### config.mk
export PLATFORM = sky130hd
export DESIGN_NAME = mbgd_sample_mem
export DESIGN_NICKNAME = d
export VERILOG_FILES = /design/src/rtl/mbgd_sample_mem.sv
export SDC_FILE = /design/constraint.sdc
export NUM_CORES = 2
export LEC_CHECK = 0
export BUFFER_PORTS_ARGS = -buffer_cell sky130_fd_sc_hd__buf_2
export CORE_MARGIN = 2
export CORE_UTILIZATION = 35
export CTS_BUF_LIST = sky130_fd_sc_hd__clkbuf_8
export CTS_CLUSTER_DIAMETER = 120
export DETAILED_ROUTE_END_ITERATION = 10
export PLACE_DENSITY_LB_ADDON = 0.2
export RECOVER_POWER = 100
export SYNTH_ARGS = -nofsm -noshare
export SYNTH_HDL_FRONTEND = slang
export SYNTH_SLANG_ARGS = --single-unit
### constraint.sdc
create_clock -name clk -period 5.63 [get_ports clk]
set_clock_uncertainty 0.2 [all_clocks]
set_input_delay 0.563 -clock clk [delete_from_list [all_inputs] [get_ports clk]]
set_output_delay 0.563 -clock clk [all_outputs]
set_load 0.03 [all_outputs]
### src/rtl/mbgd_sample_mem.sv
// mbgd_sample_mem: sample RAM behind the regfile RAM_* port, plus a mini-batch
// sequencer that streams a contiguous (wrapping) window of samples over
// valid/ready. The regfile always wins the single memory port; the sequencer
// simply retries its read on the next free cycle.
module mbgd_sample_mem #(
  parameter int ADDR = 8,
  parameter int DATA = 8
) (
  input  logic            clk,
  input  logic            resetn,
  input  logic            RAM_CS,
  input  logic            RAM_RD,
  input  logic [ADDR-1:0] RAM_Addr,
  input  logic [DATA-1:0] RAM_dataIn,
  output logic [DATA-1:0] RAM_dataOut,
  output logic            RAM_rvalid,
  input  logic            bat_start,
  input  logic [ADDR-1:0] bat_base,
  input  logic [ADDR:0]   bat_len,
  output logic [DATA-1:0] bat_data,
  output logic            bat_valid,
  input  logic            bat_ready,
  output logic            bat_last,
  output logic            bat_busy,
  output logic            bat_done
);

  typedef enum logic [1:0] {IDLE, FETCH, OUT, DONE} state_t;

  state_t          state;
  logic [ADDR-1:0] base;
  logic [ADDR:0]   len;
  logic [ADDR:0]   idx;
  logic [DATA-1:0] mem [0:(2**ADDR)-1];

  logic [ADDR:0]   idx_nxt;
  logic [ADDR-1:0] rd_addr;
  logic            is_last;
  logic            next_last;

  // In OUT the read being issued is for the beat after the one on bat_data,
  // so the address uses the incremented index; in FETCH it uses idx itself.
  // Only the low ADDR bits of the index matter: addresses wrap mod 2^ADDR.
  assign idx_nxt   = idx + 1'b1;
  assign rd_addr   = base + ((state == OUT) ? idx_nxt[ADDR-1:0] : idx[ADDR-1:0]);
  assign is_last   = (idx == len - 1'b1);
  assign next_last = (idx_nxt == len - 1'b1);

  // Memory write: regfile only, array is deliberately not reset.
  always_ff @(posedge clk) begin
    if (RAM_CS && !RAM_RD) mem[RAM_Addr] <= RAM_dataIn;
  end

  // Regfile read: one-cycle latency, data holds between reads.
  always_ff @(posedge clk) begin
    if (resetn) begin
      RAM_dataOut <= '0;
      RAM_rvalid  <= 1'b0;
    end else begin
      RAM_rvalid <= RAM_CS && RAM_RD;
      if (RAM_CS && RAM_RD) RAM_dataOut <= mem[RAM_Addr];
    end
  end

  // Sequencer FSM with registered stream/status outputs.
  always_ff @(posedge clk) begin
    if (resetn) begin
      state     <= IDLE;
      base      <= '0;
      len       <= '0;
      idx       <= '0;
      bat_data  <= '0;
      bat_valid <= 1'b0;
      bat_last  <= 1'b0;
      bat_busy  <= 1'b0;
      bat_done  <= 1'b0;
    end else begin
      bat_done <= 1'b0;
      case (state)
        IDLE: begin
          if (bat_start) begin
            base     <= bat_base;
            len      <= bat_len;
            idx      <= '0;
            bat_busy <= 1'b1;
            if (bat_len == '0) begin
              state    <= DONE;
              bat_done <= 1'b1;
            end else begin
              state <= FETCH;
            end
          end
        end
        FETCH: begin
          if (!RAM_CS) begin
            bat_data  <= mem[rd_addr];
            bat_valid <= 1'b1;
            bat_last  <= is_last;
            state     <= OUT;
          end
        end
        OUT: begin
          if (bat_ready) begin
            if (is_last) begin
              state     <= DONE;
              bat_valid <= 1'b0;
              bat_last  <= 1'b0;
              bat_done  <= 1'b1;
            end else begin
              idx <= idx_nxt;
              if (!RAM_CS) begin
                // back-to-back beat: next read lands while this one retires
                bat_data <= mem[rd_addr];
                bat_last <= next_last;
              end else begin
                state     <= FETCH;
                bat_valid <= 1'b0;
                bat_last  <= 1'b0;
              end
            end
          end
        end
        DONE: begin
          state    <= IDLE;
          bat_busy <= 1'b0;
        end
        default: state <= IDLE;
      endcase
    end
  end

endmodule

# Word level (Yosys, flattened, before mapping)
# Memories as Yosys holds them, arrays and structs flattened. A register that Yosys moved wholly into a read port is not among the register bits.
# Index checks and enable logic that the tools add are counted.
totals:
  reg_bits: 41
  ram_bits: 2048
  out_inout_bits: 21
  mem_count: 1
mem_list:
  columns: ["memory", "depth", "word_bits", "rd", "rd_clocked_by_memory_dff", "wr", "line_no", "source"]
  rows:
  - ["mem", 256, 8, 2, 1, 1, "34", "logic [DATA-1:0] mem [0:(2**ADDR)-1];"]
classes:
  n_addsub: 3
  n_eq_ne: 10
  mux: 35
  reduce_logical: 15
ops:
  columns: ["op", "count"]
  rows:
  - ["two-way mux 8 bit", 4]
  - ["two-way mux 9 bit", 3]
  - ["== test 9 bit", 2]
  - ["case mux 9 bit (2 select lines)", 1]
  - ["case mux 8 bit (2 select lines)", 1]
  - ["two-way mux 1 bit", 15]
  - ["two-way mux 2 bit", 6]
  - ["AND reduction 4 bit", 3]
  - ["adder 9 x 1 -> 9 bit, second input constant", 1]
  - ["logical NOT 9 bit", 1]
  - ["subtractor 9 x 1 -> 9 bit, second input constant", 1]
  - ["adder 8 bit", 1]
  - ["!= test 2 bit, second input constant", 4]
  - ["case mux 1 bit (2 select lines)", 4]
  - ["case mux 2 bit (4 select lines)", 1]
  - ["AND reduction 3 bit", 2]
  - ["nonzero test 2 bit", 3]
  - ["== test 2 bit, second input constant", 2]
  - ["AND reduction 2 bit", 2]
  - ["!= test 3 bit, second input constant", 1]
  - ["== test 2 x 1 -> 1 bit, second input constant", 1]
  - ["logical AND 1 bit", 2]
  - ["logical NOT 2 bit", 1]
  - ["logical NOT 1 bit", 1]

# Logic depth before layout (Yosys ltp)
# An unclocked memory read counts as a cell.
logic_depth:
  word_depth: 8
  mapped_depth: 17
  mapped_depth_nobuf: 14

# Least setup slack after synthesis
# No wires, ideal clock.
synth_path:
  kind: "reg-to-reg"
  from: "register state[0]"
  to: "register bat_data[6]"
  setup_time_ns: 0.133
  arrival_ns: 3.948
  t_required_ns: 5.297
  slack_ns: 1.348
  stages_incl_launch_ff: 17
  n_path_buf: 5
  period_less_slack_ns: 4.282
  cell_sequence: "dfxtp_1 inv_1 ha_1 clkbuf_1 mux2_2 fa_1 buf_2 buf_2 clkbuf_1 clkbuf_1 mux4_2 mux2i_1 mux2i_1 mux2i_1 o32ai_1 o31ai_1 o211ai_1"
synth_via:
  elab_chain_cells: 8
synth_rtl:
  columns: ["element", "line_no", "source"]
  rows:
  - ["start, declared", "30", "state_t state;"]
  - ["start signal, assigned", "68", "state <= IDLE;"]
  - ["start signal, assigned", "87", "state <= DONE;"]
  - ["start signal, assigned", "90", "state <= FETCH;"]
  - ["== test 2 bit", "45, 79", null]
  - ["two-way mux 8 bit", "45", "assign rd_addr = base + ((state == OUT) ? idx_nxt[ADDR-1:0] : idx[ADDR-1:0]);"]
  - ["adder 8 bit", "45", null]
  - ["memory (256 x 8 bit)", null, null]
  - ["two-way mux 8 bit", "95, 111", null]
  - ["two-way mux 8 bit", "104", "if (is_last) begin"]
  - ["two-way mux 8 bit", "103", "if (bat_ready) begin"]
  - ["case mux 8 bit (2 select lines)", "79", "case (state)"]
  - ["end signal, assigned", "96", "bat_data <= mem[rd_addr];"]
  - ["end signal, assigned", "113", "bat_data <= mem[rd_addr];"]
  - ["end, declared", "20", "output logic [DATA-1:0] bat_data,"]
# Several ways; a longest one is shown, not always the timed one. The select of a mux whose other input is x is not followed.
# A chain may end at the register's enable or synchronous reset.

# Final worst setup path
# Ends and elaborated chain as after synthesis.

==> impl_metrics.csv <==
group,metric,value,unit
synthesis,avgSynthCellArea,19.5,sq um
floorplanning,die_area,287000,sq um
cts,htreeDepth,5,
sta,rsz0062_at_grt,"no",
sta,min_period,5.31,ns
sta,slew_headroom,-259,%
global_route,use_met2,36.9,%
layout,nNetsFinal,5604,
floorplanning,ios,60,
placed_design,port_buffers,59,
hold_path,min_path_type,"in2reg",
global_route,grt_util_met1,31.6,%
drt,drtIter0Drc,6015,
synthesis,netlist_instances,5062,
synthesis,synth_area,98900,sq um
sta,report.final.slew_viol_count,1604,
sta,fmax,188,MHz
setup_path,cp_max_fo,45,
synthesis,ys_warn_count,0,
layout,layout-drive-gt1-share,33.1,%
pwr,p_per_area,379,nW/um^2
floorplanning,die_height,536,microns
drt,wire_per_inst,35.0,microns
pwr,ir_drop,198,uV
drt,routed_wl,335,mm
drt,num_vias,57100,
synthesis,ys_top_cells_by_area,"edfxtp_1 (62%), mux4_2 (27%), nor2_1 (1.2%), mux2i_1 (1.1%), nand2_1 (1.1%)",
synthesis,seq_area_frac_synth,63.2,%
global_route,top_usage_layer,"met2",
cts,numClockSinks,2097,
sta,worst_slew_pin_slew,5.38,ns
global_route,grt_antenna_before_repair,17,
setup_path,cp.required,6.31,ns
synthesis,ys_ff_latch,2097,
floorplanning,core_area,282000,sq um
global_route,grt_max_degree,145,
global_route,overflow,0,
cts,root_buffer,"clkbuf_8",
cts,clk_latency,1.03,ns
layout,fin_area,113000,sq um
sta,fin_crit_sh,94.3,%
synthesis,synth_top_area_share,62.2,%
synthesis,synth_ff_type,"edfxtp_1",
setup_path,crit_path_end_kind,"flop",
run_status,status,"finished with violations",
sta,setup_ws,0.323,ns
global_route,first_global_vias,58000,
synthesis,synth_top_cell_by_area,"edfxtp_1",
floorplanning,die_width,536,microns
synthesis,async_flop_share,0,%
setup_path,start_kind,"flop",
sta,tns,0,ns
placed_design,place.gp.congestion,0.930,
cts,cts_buffers,369,
drt,drc_errors,0,
setup_path,worstPathArrival,5.99,ns
run,maxCapViolations,21,
layout,nFillCells,25300,
layout,final_util,39.9,%
drt,drtPass1Iterations,5,
run_status,violations,"max-capacitance violations, max-slew violations",
sta,final-hold-violation-count,0,
placed_design,dpl_worst_slack,0.439,ns
placed_design,hpwl,220,mm
global_route,grt_pass1_wl,465,mm
synthesis,synth_edf_count,2048,
synthesis,syn_nets,5116,
cts,cts_tree,"done",
synthesis,synth_cell_type_count,76,
drt,routed_via_density,5.96,
cts,clock_path_buffers,4,
global_route,grtUsageTotal,23.1,%
cts,cts_resized,0,
cts,cts.reportedPaths.clkPinSlew,0.07,ns
placed_design,placed_area,106000,sq um
pwr,power,42.6,mW
floorplanning,num_rows,195,
floorplanning,start_util,35.1,%
global_route,grt_use_met3,4.50,%
setup_path,critical_path_class,"reg2reg",
drt,ant_nets,0,
layout,syn2layout_area_growth,13.7,%
sta,setup_violations,0,
pwr,leakagePower,34.6,nW
[synth_stat cells (16+ instances only)]
| cell | instances |
|---|---|
| nand2_1 | 283 |
| nand4_1 | 27 |
| a21oi_1 | 69 |
| and3_1 | 16 |
| buf_2 | 133 |
| dfxtp_1 | 49 |
| o22ai_1 | 18 |
| o21ai_0 | 21 |
| mux2_2 | 19 |
| xnor2_1 | 22 |
| edfxtp_1 | 2048 |
| mux4_2 | 1177 |
| mux2i_1 | 108 |
| buf_1 | 24 |
| a31oi_1 | 22 |
| clkbuf_1 | 221 |
| nor2b_1 | 27 |
| buf_4 | 20 |
| a22oi_1 | 26 |
| a311oi_1 | 29 |
| and2_1 | 44 |
| nor2_1 | 308 |
| a211o_1 | 23 |
| nor3_1 | 34 |
| a211oi_1 | 55 |
| nand3_1 | 51 |
[per-stage QoR]
stage / cells / hold WS (ns)
6_report: 9581 / 0.208
5_1_grt: 9576 / 0.191
3_3_place_gp: 8867 / 0.260
3_5_place_dp: 8867 / 0.265
2_1_floorplan: 5062 / 0.241
4_1_cts: 9570 / 0.0897
[report_power, final]
group | internal (mW) | total, mW | switching [mW]
clock network | 6.75 | 13.3 | 6.58
registers | 17.2 | 17.4 | 0.142
logic | 5.40 | 11.9 | 6.52
total | 29.4 | 42.6 | 13.2
[final timing paths]
check	startpoint	end	slack, ns	cells past startpoint
min reg2reg	bat_last	bat_last	0.28	2
max	state[0]	bat_data[6]	0.32	15
max reg2reg	state[0]	bat_data[6]	0.32	15
min	RAM_Addr[5]	RAM_dataOut[4]	0.21	4
[registers in the layout (all words and copies together), names as in the netlist, 2 cells and up]
| register | cells |
|---|---|
| state | 2 |
| base | 8 |
| len | 9 |
| bat_data | 8 |
| RAM_dataOut | 8 |
| mem | 2048 |
| idx | 9 |
[cell families after synthesis]
logic type,count (synthesis),synth area share [%]
muxes,1304,28.1
and+or+nand+nor,851,3.86
adders and majority gates,15,0.197
DFF,2097,63.2
xor gates and xnor gates,37,0.343
buffers and inverters,428,1.98
AOI/OAI and AO/OA,330,2.35
[timing repair]
item / 4_1_cts / 5_1_grt
endpoints found under the setup margin: 0 / 0
buffers inserted: 0 / 0
endpoints found under the hold margin: 466 / 0
hold buffers: 55 / 0
[layer usage]
metal | vias up | wire, microns
met3 | 565 | 25000
met5 | - | 57
met1 | 31300 | 138000
met4 | 10 | 12900
met2 | 2546 | 159000
li1 | 22700 | -
[placed cells by master, fill, tap and decap left out, types with 18 or more instances in the layout]
| cell type | n |
|---|---|
| a211o_1 | 23 |
| a211oi_1 | 56 |
| a21oi_1 | 69 |
| a22oi_1 | 26 |
| a311oi_1 | 29 |
| a31oi_1 | 22 |
| and2_1 | 42 |
| buf_12 | 59 |
| buf_2 | 25 |
| buf_4 | 154 |
| clkbuf_1 | 219 |
| clkbuf_8 | 382 |
| clkinv_1 | 77 |
| clkinv_2 | 36 |
| dfxtp_1 | 49 |
| dlygate4sd3_1 | 55 |
| edfxtp_1 | 2048 |
| inv_1 | 136 |
| mux2_2 | 18 |
| mux2i_1 | 108 |
| mux4_2 | 1177 |
| nand2_1 | 282 |
| nand3_1 | 48 |
| nand4_1 | 27 |
| nor2_1 | 306 |
| nor2b_1 | 24 |
| nor3_1 | 34 |
| o21ai_0 | 22 |
| o22ai_1 | 18 |
| xnor2_1 | 21 |
[critical path, cell delays in order, from the launching register on]
cell	delay, ns
dfxtp_1	0.33
inv_1	0.12
ha_1	0.22
buf_4	0.23
mux2_1	0.39
fa_4	0.82
buf_12	0.21
buf_12	0.32
mux4_2	0.38
mux2i_1	0.21
mux2i_1	0.19
mux2i_1	0.68
o32ai_1	0.18
o31ai_1	0.32
buf_4	0.17
o211ai_1	0.08
[layout make-up]
class	count	area [sq um]	area share, %
well taps	3743	4680	4.16
diodes	11	27.5	0.0245
clock inverters	267	1450	1.29
flip-flops and latches	2097	62500	55.5
clock buffers	381	5240	4.66
inverters	14	52.6	0.0467
repair buffers	531	4000	3.56
multi-input cells	2537	34600	30.7
Power figures use the tool's default switching activity.
